## config.mk

```make
export PLATFORM = sky130hd
export DESIGN_NAME = bios_load_arbiter
export DESIGN_NICKNAME = d
export VERILOG_FILES = /design/src/rtl/bios_load_arbiter.sv
export SDC_FILE = /design/constraint.sdc
export NUM_CORES = 1
export LEC_CHECK = 0
export CAP_MARGIN = 20
export CORE_ASPECT_RATIO = 0.9
export CORE_UTILIZATION = 51
export CTS_CLUSTER_DIAMETER = 200
export CTS_CLUSTER_SIZE = 14
export DETAILED_ROUTE_END_ITERATION = 7
export GPL_TIMING_DRIVEN = 0
export PLACE_DENSITY = 0.84
export SYNTH_ARGS = -nofsm -noshare
export SYNTH_HDL_FRONTEND = slang
export SYNTH_SLANG_ARGS = --single-unit
```

## constraint.sdc

```tcl
create_clock -name clk_sys -period 2.8 [get_ports clk_sys]
set_input_delay 0.7 -clock clk_sys [delete_from_list [all_inputs] [get_ports clk_sys]]
set_output_delay 0.7 -clock clk_sys [all_outputs]
set_load 0.01 [all_outputs]
```

## src/rtl/bios_load_arbiter.sv

```systemverilog
// Shares one single-port BIOS RAM between the HPS download path and the CPU.
// Holds the CPU in reset during a download and for RST_HOLD cycles afterwards.
module bios_load_arbiter #(
  parameter logic [7:0]  BIOS_INDEX = 8'd0,
  parameter int unsigned RST_HOLD   = 16
) (
  input  logic        clk_sys,
  input  logic        reset_n,
  input  logic        dn_download,
  input  logic [7:0]  dn_index,
  input  logic        dn_wr,
  input  logic [13:0] dn_addr,
  input  logic [7:0]  dn_data,
  input  logic [13:0] cpu_addr,
  input  logic        cpu_rd,
  output logic [7:0]  cpu_dout,
  output logic        cpu_valid,
  output logic        cpu_reset,
  output logic [13:0] ram_addr,
  output logic [7:0]  ram_din,
  output logic        ram_we,
  input  logic [7:0]  ram_dout,
  output logic [14:0] byte_count,
  output logic        load_done,
  output logic        overflow
);

  localparam logic [15:0] HOLD_CYCLES = 16'(RST_HOLD);
  localparam logic [14:0] MAX_COUNT   = 15'd16384;

  typedef enum logic [1:0] {HOLD, IDLE, LOAD} state_t;

  state_t      r_state;
  state_t      w_state_nxt;
  logic [1:0]  r_rst_sync;
  logic [15:0] r_cnt;
  logic [13:0] r_ram_addr;
  logic [7:0]  r_ram_din;
  logic        r_ram_we;
  logic        r_cpu_valid;
  logic [7:0]  r_dout_last;
  logic [14:0] r_byte_count;
  logic        r_load_done;
  logic        r_overflow;

  logic w_run;
  logic w_match;
  logic w_entry;
  logic w_exit;
  logic w_accept;
  logic w_rd;

  // Release is synchronised; assertion still acts asynchronously on every flop.
  always_ff @(posedge clk_sys or negedge reset_n) begin
    if (!reset_n) r_rst_sync <= 2'b00;
    else          r_rst_sync <= {r_rst_sync[0], 1'b1};
  end

  assign w_run   = r_rst_sync[1];
  assign w_match = dn_download && (dn_index == BIOS_INDEX);
  assign w_entry = (r_state == IDLE) && w_match;
  assign w_exit  = (r_state == LOAD) && !w_match;
  // The LOAD-entry cycle already accepts a strobe so a download that starts
  // with a write in its very first cycle loses no byte.
  assign w_accept = dn_wr && w_match && (r_state != HOLD);
  assign w_rd     = (r_state == IDLE) && cpu_rd;

  always_ff @(posedge clk_sys or negedge reset_n) begin
    if (!reset_n) r_state <= HOLD;
    else          r_state <= w_state_nxt;
  end

  always_comb begin
    w_state_nxt = r_state;
    unique case (r_state)
      HOLD:    if (w_run && (r_cnt <= 16'd1)) w_state_nxt = IDLE;
      IDLE:    if (w_match) w_state_nxt = LOAD;
      LOAD:    if (!w_match) w_state_nxt = HOLD;
      default: w_state_nxt = HOLD;
    endcase
  end

  always_ff @(posedge clk_sys or negedge reset_n) begin
    if (!reset_n) begin
      r_cnt <= HOLD_CYCLES;
    end else if (w_exit) begin
      r_cnt <= HOLD_CYCLES;
    end else if ((r_state == HOLD) && w_run && (r_cnt > 16'd1)) begin
      r_cnt <= r_cnt - 16'd1;
    end
  end

  // Write strobes are registered and issued one cycle later; CPU reads drive
  // the address combinationally and leave it behind in the address register.
  always_ff @(posedge clk_sys or negedge reset_n) begin
    if (!reset_n) begin
      r_ram_we    <= 1'b0;
      r_ram_addr  <= '0;
      r_ram_din   <= '0;
      r_cpu_valid <= 1'b0;
      r_dout_last <= '0;
    end else begin
      r_ram_we    <= w_accept;
      r_cpu_valid <= w_rd;
      if (w_accept) begin
        r_ram_addr <= dn_addr;
        r_ram_din  <= dn_data;
      end else if (w_rd) begin
        r_ram_addr <= cpu_addr;
      end
      if (r_cpu_valid) r_dout_last <= ram_dout;
    end
  end

  always_ff @(posedge clk_sys or negedge reset_n) begin
    if (!reset_n) begin
      r_byte_count <= '0;
      r_load_done  <= 1'b0;
      r_overflow   <= 1'b0;
    end else begin
      if (w_entry) begin
        r_byte_count <= {14'd0, w_accept};
        r_overflow   <= 1'b0;
        r_load_done  <= 1'b0;
      end else if (w_accept) begin
        if (r_byte_count == MAX_COUNT) r_overflow   <= 1'b1;
        else                           r_byte_count <= r_byte_count + 15'd1;
      end
      if (w_exit) r_load_done <= (r_byte_count != 15'd0);
    end
  end

  assign ram_addr   = w_rd ? cpu_addr : r_ram_addr;
  assign ram_din    = r_ram_din;
  assign ram_we     = r_ram_we;
  assign cpu_valid  = r_cpu_valid;
  assign cpu_dout   = r_cpu_valid ? ram_dout : r_dout_last;
  assign cpu_reset  = (r_state != IDLE);
  assign byte_count = r_byte_count;
  assign load_done  = r_load_done;
  assign overflow   = r_overflow;

endmodule

```

==> flow_metrics.tcl <==
set metrics [dict create \
    totalPowerFinal_w 0.00245 \
    vias_per_cell 5.75 \
    total_leakage_power_nw 2.13 \
    dr.pass1.iters 5 \
    worstRegToRegCells 7 \
    synth_cells 333 \
    hpwl_mm 6.76 \
    synth-seq-area-share 0.486 \
    grt_pass1_wl_mm 15.4 \
    dp.cells 529 \
    worstPathRequired_ns 2.10 \
    critPathKind "flop to primary output" \
    finalSetupViolations 0 \
    htreeDepth 3 \
    slew_headroom 0.422 \
    grt_overflow_total 0 \
    antenna_found_initial 1 \
    vias 3151 \
    cts.clk_slew.worst_paths_ns 0.07 \
    dr.first_iter.drc_count 231 \
    hold_depth 0 \
    ctsRootBufferMaster "clkbuf_8" \
    finalCritPeriodShare 0.968 \
    clock.fmax_mhz 369 \
    final-hold-violation-count 0 \
    clockBufferDepth 2 \
    final_cell_mix "90 x clkdlybuf4s50_1, 68 x dfrtp_1, 43 x nand2_1" \
    fillers 471 \
    tritoncts "yes" \
    synth_edf_count 0 \
    finalWirelength_mm 9.40 \
    die_y_um 81.2 \
    use_met2 0.434 \
    syn_area_mm2 0.00356 \
    crit_chain "nor2b_1 > nand2_4 > buf_6 > mux2_2 > dlygate4sd2_1" \
    clock-sinks 69 \
    final_nets 513 \
    num_rows 28 \
    top_usage_layer "met2" \
    final_common_cell "clkdlybuf4s50_1" \
    outcome "finished clean" \
    pre_cts_ws_ns -0.410 \
    syn_avg_cell_area_um2 10.7 \
    tightest_slew_ns 0.867 \
    layout_setup_ws_ns 0.0910 \
    hold_slack_ns 0.354 \
    io_pins 107 \
    grt_pass1_vias 3179 \
    die-area_mm2 0.00731 \
    slew_violations 0 \
    cpPeakStageDelay_ns 0.47 \
    powerDensity_mw_per_mm2 498 \
    final.setup_skew_ns 0.00851 \
    grt.met3_usage 0.116 \
    final_cells 548 \
    yosys_warnings 0 \
    syn2layout_area_growth_pct 38.4 \
    worst-path-max-fanout 10 \
    r2r_setup_slack_ns 0.59 \
    synth_ff_type "dfrtp_1" \
    crit_slowest_cell "dfrtp_1" \
    ys_ff_latch 69 \
    vdd_ir_drop_max_v 0.000376 \
    placement.io_buffers 106 \
    finalCriticalPeriod_ns 2.71 \
    endpoint_kind "primary output" \
    detail_route.wl_per_cell_um 17.1 \
    grt_max_degree 70 \
    gr-usage-met1 0.332 \
    design.core.area_mm2 0.00666 \
    hp-class "flop to flop" \
    rsz0062_at_grt "false" \
    cts_buffers 9 \
    cp.arrival_ns 2.01 \
    layout-drive-gt1-share 0.168 \
    postRouteAntennaNets 0 \
    cp-start-kind "flop" \
    holdBufCountCts 0 \
    synth.distinct_cells 50 \
    synth_fp_nets 394 \
    drcViolationCount 0 \
    die_w_um 90.0 \
    insertion_delay_ns 0.34 \
    gp_congestion 0.905 \
    synthArstFlopShare 1.00 \
    grtUsageTotal 0.268 \
    initial_core_util 0.534 \
    cap_violations 0 \
]
[per-stage QoR]
stage | utilization | area (um^2) | TNS (ns)
6_report | 0.739 | 4920 | 0
5_1_grt | 0.739 | 4920 | 0
4_1_cts | 0.739 | 4920 | 0
3_5_place_dp | 0.710 | 4730 | -4.46
3_3_place_gp | 0.711 | 4730 | -94.54
2_1_floorplan | - | 3560 | 0
[cell type report]
class	count	area, um^2	area share
inverter	10	37.5	0.00763
buffer	14	87.6	0.0178
multi-input combinational	240	1720	0.349
tap	90	113	0.0229
clock inverter	5	36.3	0.00737
timing repair buffer	108	1060	0.215
clock buffer	11	141	0.0287
sequential	69	1730	0.351
antenna	1	2.50	0.000509
[registers in the layout, indices dropped and copies added, names as in the netlist, 2 cells and up]
register / count
r_dout_last: 8
byte_count: 15
ram_din: 8
r_cnt: 16
r_rst_sync: 2
r_state: 2
r_ram_addr: 14
[logic make-up (layout without fill, tap and decap cells)]
group / Yosys count / count (layout) / synth area share
AND/OR/NAND/NOR: 132 / 132 / 0.214
adder cells (fa/ha/maj): 4 / 4 / 0.0141
flip-flops: 69 / 69 / 0.486
multiplexers: 52 / 52 / 0.159
AO/OA/AOI/OAI: 51 / 51 / 0.0929
buffers and inverters: 24 / 148 / 0.0334
other: 1 / 2 / 0.00105
[power breakdown]
group | internal [W] | switching, W
Clock | 0.000345 | 0.000385
Combinational | 0.000304 | 0.000251
Sequential | 0.00110 | 0.0000672
Total | 0.00175 | 0.000703
[metal layers]
metal	vias to the layer above	wire length, um
li1	1471	-
met1	1518	3770
met2	148	4530
met3	14	975
met4	0	114
met5	-	0
[timing repair]
action / 4_1_cts / 5_1_grt
setup buffers: 2 / 0
setup endpoints to repair: 14 / 8
gates resized for setup: 18 / 1
gates cloned: 0 / 0
[synth_stat cells (2+ instances only)]
cell type | instances | area, um^2
dfrtp_1 | 68 | 1700
nand2_1 | 44 | 165
mux2_2 | 36 | 405
a21oi_1 | 19 | 95.1
mux2i_1 | 16 | 160
or4_1 | 13 | 97.6
o31ai_1 | 12 | 90.1
nand3_1 | 11 | 55.1
nor2_1 | 11 | 41.3
inv_1 | 9 | 33.8
nand4_1 | 9 | 56.3
nor3_1 | 8 | 40.0
nand2b_1 | 7 | 43.8
buf_2 | 4 | 20.0
clkbuf_1 | 4 | 15.0
ha_1 | 4 | 50.1
o21ai_0 | 4 | 20.0
a2111oi_0 | 3 | 26.3
a211oi_1 | 3 | 22.5
and3_1 | 3 | 18.8
nor4_1 | 3 | 18.8
nor4b_1 | 3 | 26.3
or3_1 | 3 | 18.8
a31o_2 | 2 | 17.5
a31oi_1 | 2 | 12.5
and4_1 | 2 | 17.5
buf_4 | 2 | 15.0
buf_6 | 2 | 22.5
nand4_2 | 2 | 25.0
nand4b_1 | 2 | 17.5
o21ai_1 | 2 | 10.0
or4_4 | 2 | 22.5
[worst paths after layout]
path / startpoint / end
worst max-delay path: r_state[0] / ram_addr[5]
worst min-delay path: r_rst_sync[0] / r_rst_sync[1]
worst max register to register: r_cnt[0] / r_cnt[9]
worst min register to register: r_rst_sync[0] / r_rst_sync[1]
max in group asynchronous: reset_n / byte_count[0]
min in group asynchronous: reset_n / byte_count[12]
[critical path: cells and delay by family, from the launching register on]
kind                   cells  cell delay (ns)
buffers and inverters      2             0.46
flip-flops                 1             0.47
multiplexers               1             0.28
AND/OR/NAND/NOR            2             0.46
Power figures use the tool's default switching activity.
